===== src/rtl/matrix_multi_pkg.sv =====
// Shared constants, state encoding and operand-index helpers for the 2x2 matrix multiplier.
package matrix_multi_pkg;

    localparam int DEF_DATA_W     = 32;
    localparam int DEF_FIFO_DEPTH = 8;
    localparam int DEF_CNT_W      = 4;
    localparam int MAT_DIM        = 2;
    localparam int PROD_COUNT     = MAT_DIM * MAT_DIM * MAT_DIM;

    typedef enum logic [2:0] {
        ST_IDLE  = 3'd0,
        ST_FETCH = 3'd1,
        ST_MUL   = 3'd2,
        ST_PUSH  = 3'd3,
        ST_DONE  = 3'd4
    } state_t;

    // cnt = {i, j, k}; A is read row-major as {i, k}
    function automatic logic [1:0] a_index(input logic [2:0] c);
        return {c[2], c[0]};
    endfunction

    // B is read row-major as {k, j}
    function automatic logic [1:0] b_index(input logic [2:0] c);
        return {c[0], c[1]};
    endfunction

endpackage


===== src/rtl/matrix_multi_mul.sv =====
// Combinational DATA_W x DATA_W multiplier keeping only the low DATA_W bits.
// The low half is identical for signed and unsigned operands.
module mul32_lo
    import matrix_multi_pkg::*;
#(
    parameter int DATA_W = DEF_DATA_W
) (
    input  logic [DATA_W-1:0] a,
    input  logic [DATA_W-1:0] b,
    output logic [DATA_W-1:0] p
);

    assign p = a * b;

endmodule


===== src/rtl/matrix_multi.sv =====
// 2x2 matrix product producer: fetches A/B elements, multiplies them and
// pushes the eight partial products into the result FIFO in pair order, so
// a pop-pop-add consumer yields C in row-major order.
module matrix_multi
    import matrix_multi_pkg::*;
#(
    parameter int DATA_W     = DEF_DATA_W,
    parameter int FIFO_DEPTH = DEF_FIFO_DEPTH,
    parameter int CNT_W      = DEF_CNT_W
) (
    input  logic              clk,
    input  logic              reset,
    input  logic              multi_opstart,
    input  logic              multi_opclear,
    output logic [1:0]        ra_addr,
    input  logic [DATA_W-1:0] ra_data,
    output logic [1:0]        rb_addr,
    input  logic [DATA_W-1:0] rb_data,
    input  logic [CNT_W-1:0]  fifo_data_count,
    output logic              fifo_we,
    output logic [DATA_W-1:0] fifo_din,
    output logic              adder_opstart,
    output logic              multi_opdone
);

    state_t            state;
    state_t            state_next;
    logic [2:0]        cnt;
    logic [2:0]        cnt_next;
    logic [DATA_W-1:0] op_a;
    logic [DATA_W-1:0] op_b;
    logic [DATA_W-1:0] prod;
    logic [DATA_W-1:0] prod_lo;
    logic              fifo_full;

    mul32_lo #(
        .DATA_W(DATA_W)
    ) u_mul (
        .a(op_a),
        .b(op_b),
        .p(prod_lo)
    );

    assign fifo_full = (fifo_data_count >= CNT_W'(FIFO_DEPTH));
    assign fifo_din  = prod;

    // State and product-index register.
    always_ff @(posedge clk) begin
        if (reset) begin
            state <= ST_IDLE;
            cnt   <= 3'd0;
        end else begin
            state <= state_next;
            cnt   <= cnt_next;
        end
    end

    // Operands are captured in FETCH and the truncated product in MUL; prod
    // holds through PUSH stalls and keeps its value afterwards.
    always_ff @(posedge clk) begin
        if (reset) begin
            op_a <= '0;
            op_b <= '0;
            prod <= '0;
        end else begin
            if (state == ST_FETCH) begin
                op_a <= ra_data;
                op_b <= rb_data;
            end
            if (state == ST_MUL) begin
                prod <= prod_lo;
            end
        end
    end

    // Next-state and output decode; clear overrides everything but reset.
    always_comb begin
        state_next    = state;
        cnt_next      = cnt;
        ra_addr       = 2'b00;
        rb_addr       = 2'b00;
        fifo_we       = 1'b0;
        adder_opstart = 1'b0;
        multi_opdone  = 1'b0;
        case (state)
            ST_IDLE: begin
                if (multi_opstart) begin
                    state_next = ST_FETCH;
                    cnt_next   = 3'd0;
                end
            end
            ST_FETCH: begin
                ra_addr    = a_index(cnt);
                rb_addr    = b_index(cnt);
                state_next = ST_MUL;
            end
            ST_MUL: begin
                state_next = ST_PUSH;
            end
            ST_PUSH: begin
                if (!fifo_full) begin
                    fifo_we = 1'b1;
                    if (cnt == 3'(PROD_COUNT - 1)) begin
                        state_next = ST_DONE;
                    end else begin
                        cnt_next   = cnt + 3'd1;
                        state_next = ST_FETCH;
                    end
                end
            end
            ST_DONE: begin
                adder_opstart = 1'b1;
                multi_opdone  = 1'b1;
            end
            default: begin
                state_next = ST_IDLE;
            end
        endcase
        if (multi_opclear) begin
            state_next = ST_IDLE;
            cnt_next   = 3'd0;
            fifo_we    = 1'b0;
        end
    end

endmodule

===== config.mk =====
export PLATFORM = sky130hd
export DESIGN_NAME = matrix_multi
export DESIGN_NICKNAME = d
export VERILOG_FILES = /design/src/rtl/matrix_multi_pkg.sv /design/src/rtl/matrix_multi_mul.sv /design/src/rtl/matrix_multi.sv
export SDC_FILE = /design/constraint.sdc
export NUM_CORES = 1
export LEC_CHECK = 0
export ABC_CLOCK_PERIOD_IN_PS = 7200
export CAP_MARGIN = 0
export CORE_MARGIN = 2
export CORE_UTILIZATION = 25
export CTS_BUF_LIST = sky130_fd_sc_hd__clkbuf_4
export CTS_CLUSTER_DIAMETER = 200
export DETAILED_ROUTE_END_ITERATION = 7
export GPL_ROUTABILITY_DRIVEN = 1
export GPL_TIMING_DRIVEN = 0
export PLACE_DENSITY_LB_ADDON = 0.15
export SYNTH_ARGS = -nofsm -noshare
export SYNTH_HDL_FRONTEND = slang
export SYNTH_HIERARCHICAL = 1
export SYNTH_SLANG_ARGS = --single-unit

===== constraint.sdc =====
create_clock -name clk -period 7.2 [get_ports clk]
set_clock_uncertainty 0.05 [all_clocks]
set_input_delay 0.72 -clock clk [delete_from_list [all_inputs] [get_ports clk]]
set_output_delay 0.72 -clock clk [all_outputs]
set_load 0.05 [all_outputs]

**After elaboration in Yosys (flattened, before gate mapping)**

Cells that the tools add are included.

- Output and inout port bits: 39
- Word-level logic and storage cells: 36
- Bits of input ports: 72
- Bits in registers: 102

- $mul: 1
- Eq/ne operators: 8
- Muxes and demuxes: 14
- Add/subtract/negate cells: 1
- Bitwise logic cells: 1
- Magnitude comparators: 1
- Reduce and logical (&&, ||, !) cells: 5

Operators by type and width:

| kind | count |
|---|---|
| multiplier 32 x 32 -> 32 bit | 1 |
| two-way mux 3 bit | 6 |
| case mux 3 bit (5 select lines) | 1 |
| == test 3 x 2 -> 1 bit, second input constant | 2 |
| == test 3 bit, second input constant | 2 |
| != test 2 bit, second input constant | 3 |
| case mux 3 bit (2 select lines) | 1 |
| >= comparator 4 bit, second input constant | 1 |
| two-way mux 1 bit | 4 |
| two-way mux 2 bit | 2 |
| AND reduction 4 bit | 1 |
| adder 3 x 1 -> 3 bit, second input constant | 1 |
| == test 3 x 1 -> 1 bit, second input constant | 1 |
| logical NOT 3 bit | 1 |
| AND reduction 3 bit | 1 |
| nonzero test 2 bit | 1 |
| OR reduction 2 bit | 1 |
| NOT 1 bit | 1 |

**Longest topological paths before layout**

- Depth after elaboration: 4
- Depth in mapped cells: 28
- Mapped depth without buffers: 26

**Modules after synthesis**

Netlist, hierarchy kept.

Modules (own cells, without submodules):

| module | times used | sequential area each (µm²) | area an instance (µm²) | cells an instance |
|---|---|---|---|---|
| mul32_lo | 1 | 0.0 | 15747.6 | 1701 |
| matrix_multi | 1 | 2042.0 | 3666.0 | 461 |

**Worst setup path after synthesis**

OpenSTA, ideal clock, no wires.

- Path type: flip-flop to flip-flop
- Start point: register op_b[3]
- End point: register prod[25], in the netlist fifo_din[25]
- Arrival time: 6517 ps
- Period minus slack after synthesis: 6638 ps
- Path buffers: 2
- Setup slack: 562 ps
- Data required time: 7080 ps
- Cell stages (with the launch flop): 27
- Library setup time: 70 ps
- Cells stage by stage: dfxtp_1 clkbuf_1 clkbuf_1 and2_1 fa_1 inv_1 fa_1 fa_1 fa_1 inv_1 fa_1 inv_1 fa_1 inv_1 fa_1 fa_1 ha_1 a21oi_1 o21ai_0 a21oi_1 o21ai_2 a31o_4 a21o_1 a21oi_2 xnor2_1 nand2_1 a21oi_1

- Word-level cells in the longest chain between the ends: 1

Ends and longest elaborated chain:

| element | line | text |
|---|---|---|
| start, declared | matrix_multi.sv:31 | `logic [DATA_W-1:0] op_b;` |
| start signal, assigned | matrix_multi.sv:68 | `op_b <= rb_data;` |
| multiplier 32 x 32 -> 32 bit | matrix_multi_mul.sv:13 | `assign p = a * b;` |
| named net prod_lo[25] | matrix_multi.sv:33 | `logic [DATA_W-1:0] prod_lo;` |
| end signal, assigned | matrix_multi.sv:71 | `prod <= prod_lo;` |
| end, declared | matrix_multi.sv:32 | `logic [DATA_W-1:0] prod;` |

The timed path passes the listed nets, and every way through them passes these cells.
A chain may end at the register's enable or synchronous reset.

**Worst setup path in the final report**

- Start point: register op_b[12]
- End point: register prod[31], in the netlist fifo_din[31]

Same word-level chain as after synthesis.

==> flow_summary.ini <==
[run_status]
status = finished, final reports clean

[yosys]
synth_cells = 2162
ys_seq_elements = 102
syn_nets = 2767
yosys.cell_types.count = 49
synth-edff-count = 0
synth_async_sr_flop_share = 0
yosysSeqAreaShare = 0.105
ys_warn_count = 6
synth.avg_cell_area_um2 = 8.98
syn-cell-area_mm2 = 0.0194
synth_ff_type = dfxtp_1

[layout]
final_cells = 3359
final_common_cell = fa_1
fin_util = 0.296
final_cell_mix = fa_1, and2_1, nand2_1
nFillCells = 8263
multiInputGateArea_mm2 = 0.0157
layout-drive-gt1-share = 0.0973
layout.nets = 2912
ff_latch_area_mm2 = 0.00216
areaGrowthSynthToFinish_pct = 17.7

[job]
maxCapViolCount = 0

[power]
power.density_mw_per_mm2 = 56.8
p_total_mw = 1.30
vdd_ir_drop_max_v = 0.0000593
leakagePower_nw = 10.0

[routing]
wl_per_cell_um = 21.0
vias = 14494
drt_pass1_iterations = 5
drt_iter0_drc = 737
vias_per_cell = 4.31
wirelength_um = 70500
ant_nets = 0
route.detailed.drc = 0

[floorplanning]
start_util = 0.251
floorplan.rows = 102
die_y_um = 283
pin_count = 111
core_area_mm2 = 0.0772
die_x_um = 283
die_area_mm2 = 0.0799

[clocking]
clock_path_buffers = 2
root_buffer = clkbuf_4
clk_latency_ps = 640
cts_buffers = 9
ctsHoldBuffers = 0
htreeDepth = 3
clkSinkCount = 102
cts_tree = yes
clk_pin_slew_worst_paths_ps = 230

[setup_path]
setup.worst_path.class = register to register
cp-end-kind = register
worstPathArrival_ps = 7520
cp_max_fo = 5
worst_r2r_endpoint = fifo_din[31]
r2r_cells = 25
required_ps = 7680
crit_path_start_kind = register
rrSetupSlack_ps = 160
reg2reg_from = op_b[12]

[sta]
setup_viol = 0
fin_crit_sh = 0.978
holdWs_ps = 421
rsz0062_at_grt = yes
finalHoldViolCount = 0
layout_setup_ws_ps = 161
fin_crit_ps = 7040
tightest_slew_ps = 1170
clock.fmax_mhz = 142
maxSlewViolCount = 0
relSlewSlack = 0.221

[global_routing]
busiest_layer = met2
grt_use_met1 = 0.240
grt_pass1_vias = 15842
grt_max_degree = 19
grt_pass1_wl_um = 104000
overflow = 0
grt_usage = 0.182
use_met2 = 0.296
antenna_found_initial = 9
use_met3 = 0.0402

[placed_design]
hpwl_um = 57500
gp_congestion = 0.867
portBuffers = 106
post-place-ws_ps = -1440
place_inst = 3308

[min_path]
worstHoldPathType = register to register
hold_path_end = op_a[22]
whs_path_depth = 2
hold_start = op_a[22]
==> worst max-delay path: stages (launching register included) <==
cell,delay (ps)
dfxtp_4,410
clkbuf_16,160
buf_12,130
buf_4,160
and2_1,150
fa_1,390
inv_1,80
fa_1,490
fa_1,540
fa_1,410
inv_1,80
fa_1,450
fa_1,600
fa_1,460
fa_1,590
ha_4,230
a21o_1,170
a21oi_2,110
o21bai_1,120
a21o_1,190
a21oi_2,150
nand3b_1,180
nand3_4,180
xnor2_4,210
nand2_2,80
a21oi_2,160
==> sequential cells by signal, summed over array words and instances (netlist names) <==
register  count
fifo_din     32
op_a         32
op_b         32
cnt           3
state         3
==> Yosys cell counts, drive strengths merged (5+ instances only) <==
cell | n | area (um^2)
fa | 408 | 8170
and2 | 372 | 2330
nand2 | 367 | 1380
inv | 359 | 1350
ha | 125 | 1560
a21oi | 123 | 623
dfxtp | 102 | 2040
clkbuf | 96 | 362
xnor2 | 67 | 587
buf | 22 | 123
xor2 | 19 | 166
a21o | 17 | 128
o21ai | 14 | 77.6
nor2 | 9 | 33.8
o21bai | 7 | 52.6
nand3 | 6 | 30.0
and3 | 5 | 31.3
==> cells by family after synthesis <==
group	count (synthesis)	share of synthesized area
flops	102	0.105
buf+inv	477	0.0944
compound gates	181	0.0548
xor+xnor	86	0.0388
simple gates	781	0.204
mux	2	0.00103
fa+ha+maj	533	0.501
==> timing repair <==
action                                  CTS  global route
endpoints found under the setup margin   21             8
setup buffers                             4            29
gates cloned                              0             0
gates resized for setup                 149           178
pin swaps                                 3            35
==> cell type report <==
| cell class | count | area share |
|---|---|---|
| Sequential cell | 102 | 0.0944 |
| Clock buffer | 10 | 0.00329 |
| Antenna cell | 7 | 0.000767 |
| Tap cell | 1040 | 0.0570 |
| Timing Repair Buffer | 139 | 0.0587 |
| Buffer | 113 | 0.0358 |
| Inverter | 359 | 0.0590 |
| Multi-Input combinational cell | 1583 | 0.689 |
| Clock inverter | 6 | 0.00230 |
==> layer usage <==
metal	vias up	part of all wire
met5	-	0.00018
met4	2	0.029
met3	62	0.062
met2	368	0.46
met1	7346	0.45
li1	6716	-
==> report_power, final <==
group | internal (mW) | switching [mW]
logic | 0.137 | 0.204
registers | 0.573 | 0.0336
clock network | 0.0810 | 0.269
total | 0.791 | 0.507
==> worst max path at each step <==
stage	to	slack, ps	from	cells after the start
floorplan	fifo_din[25]	560	op_b[3]	26
global placement	fifo_din[31]	-1450	op_b[12]	26
detailed placement	fifo_din[31]	-1440	op_b[12]	26
CTS	fifo_din[31]	-120	op_b[3]	24
global route	fifo_din[31]	-130	op_a[18]	23
finish	fifo_din[31]	160	op_b[12]	25
==> per-stage QoR <==
| step | area [um^2] | setup TNS (ps) |
|---|---|---|
| after detailed placement | 21800 | -10750 |
| after floorplan | 19400 | 0 |
| after global routing | 22800 | -133 |
| after CTS | 22300 | -115 |
| final | 22800 | 0 |
| after global placement | 21800 | -11050 |
(Power assumes the default switching activity.)
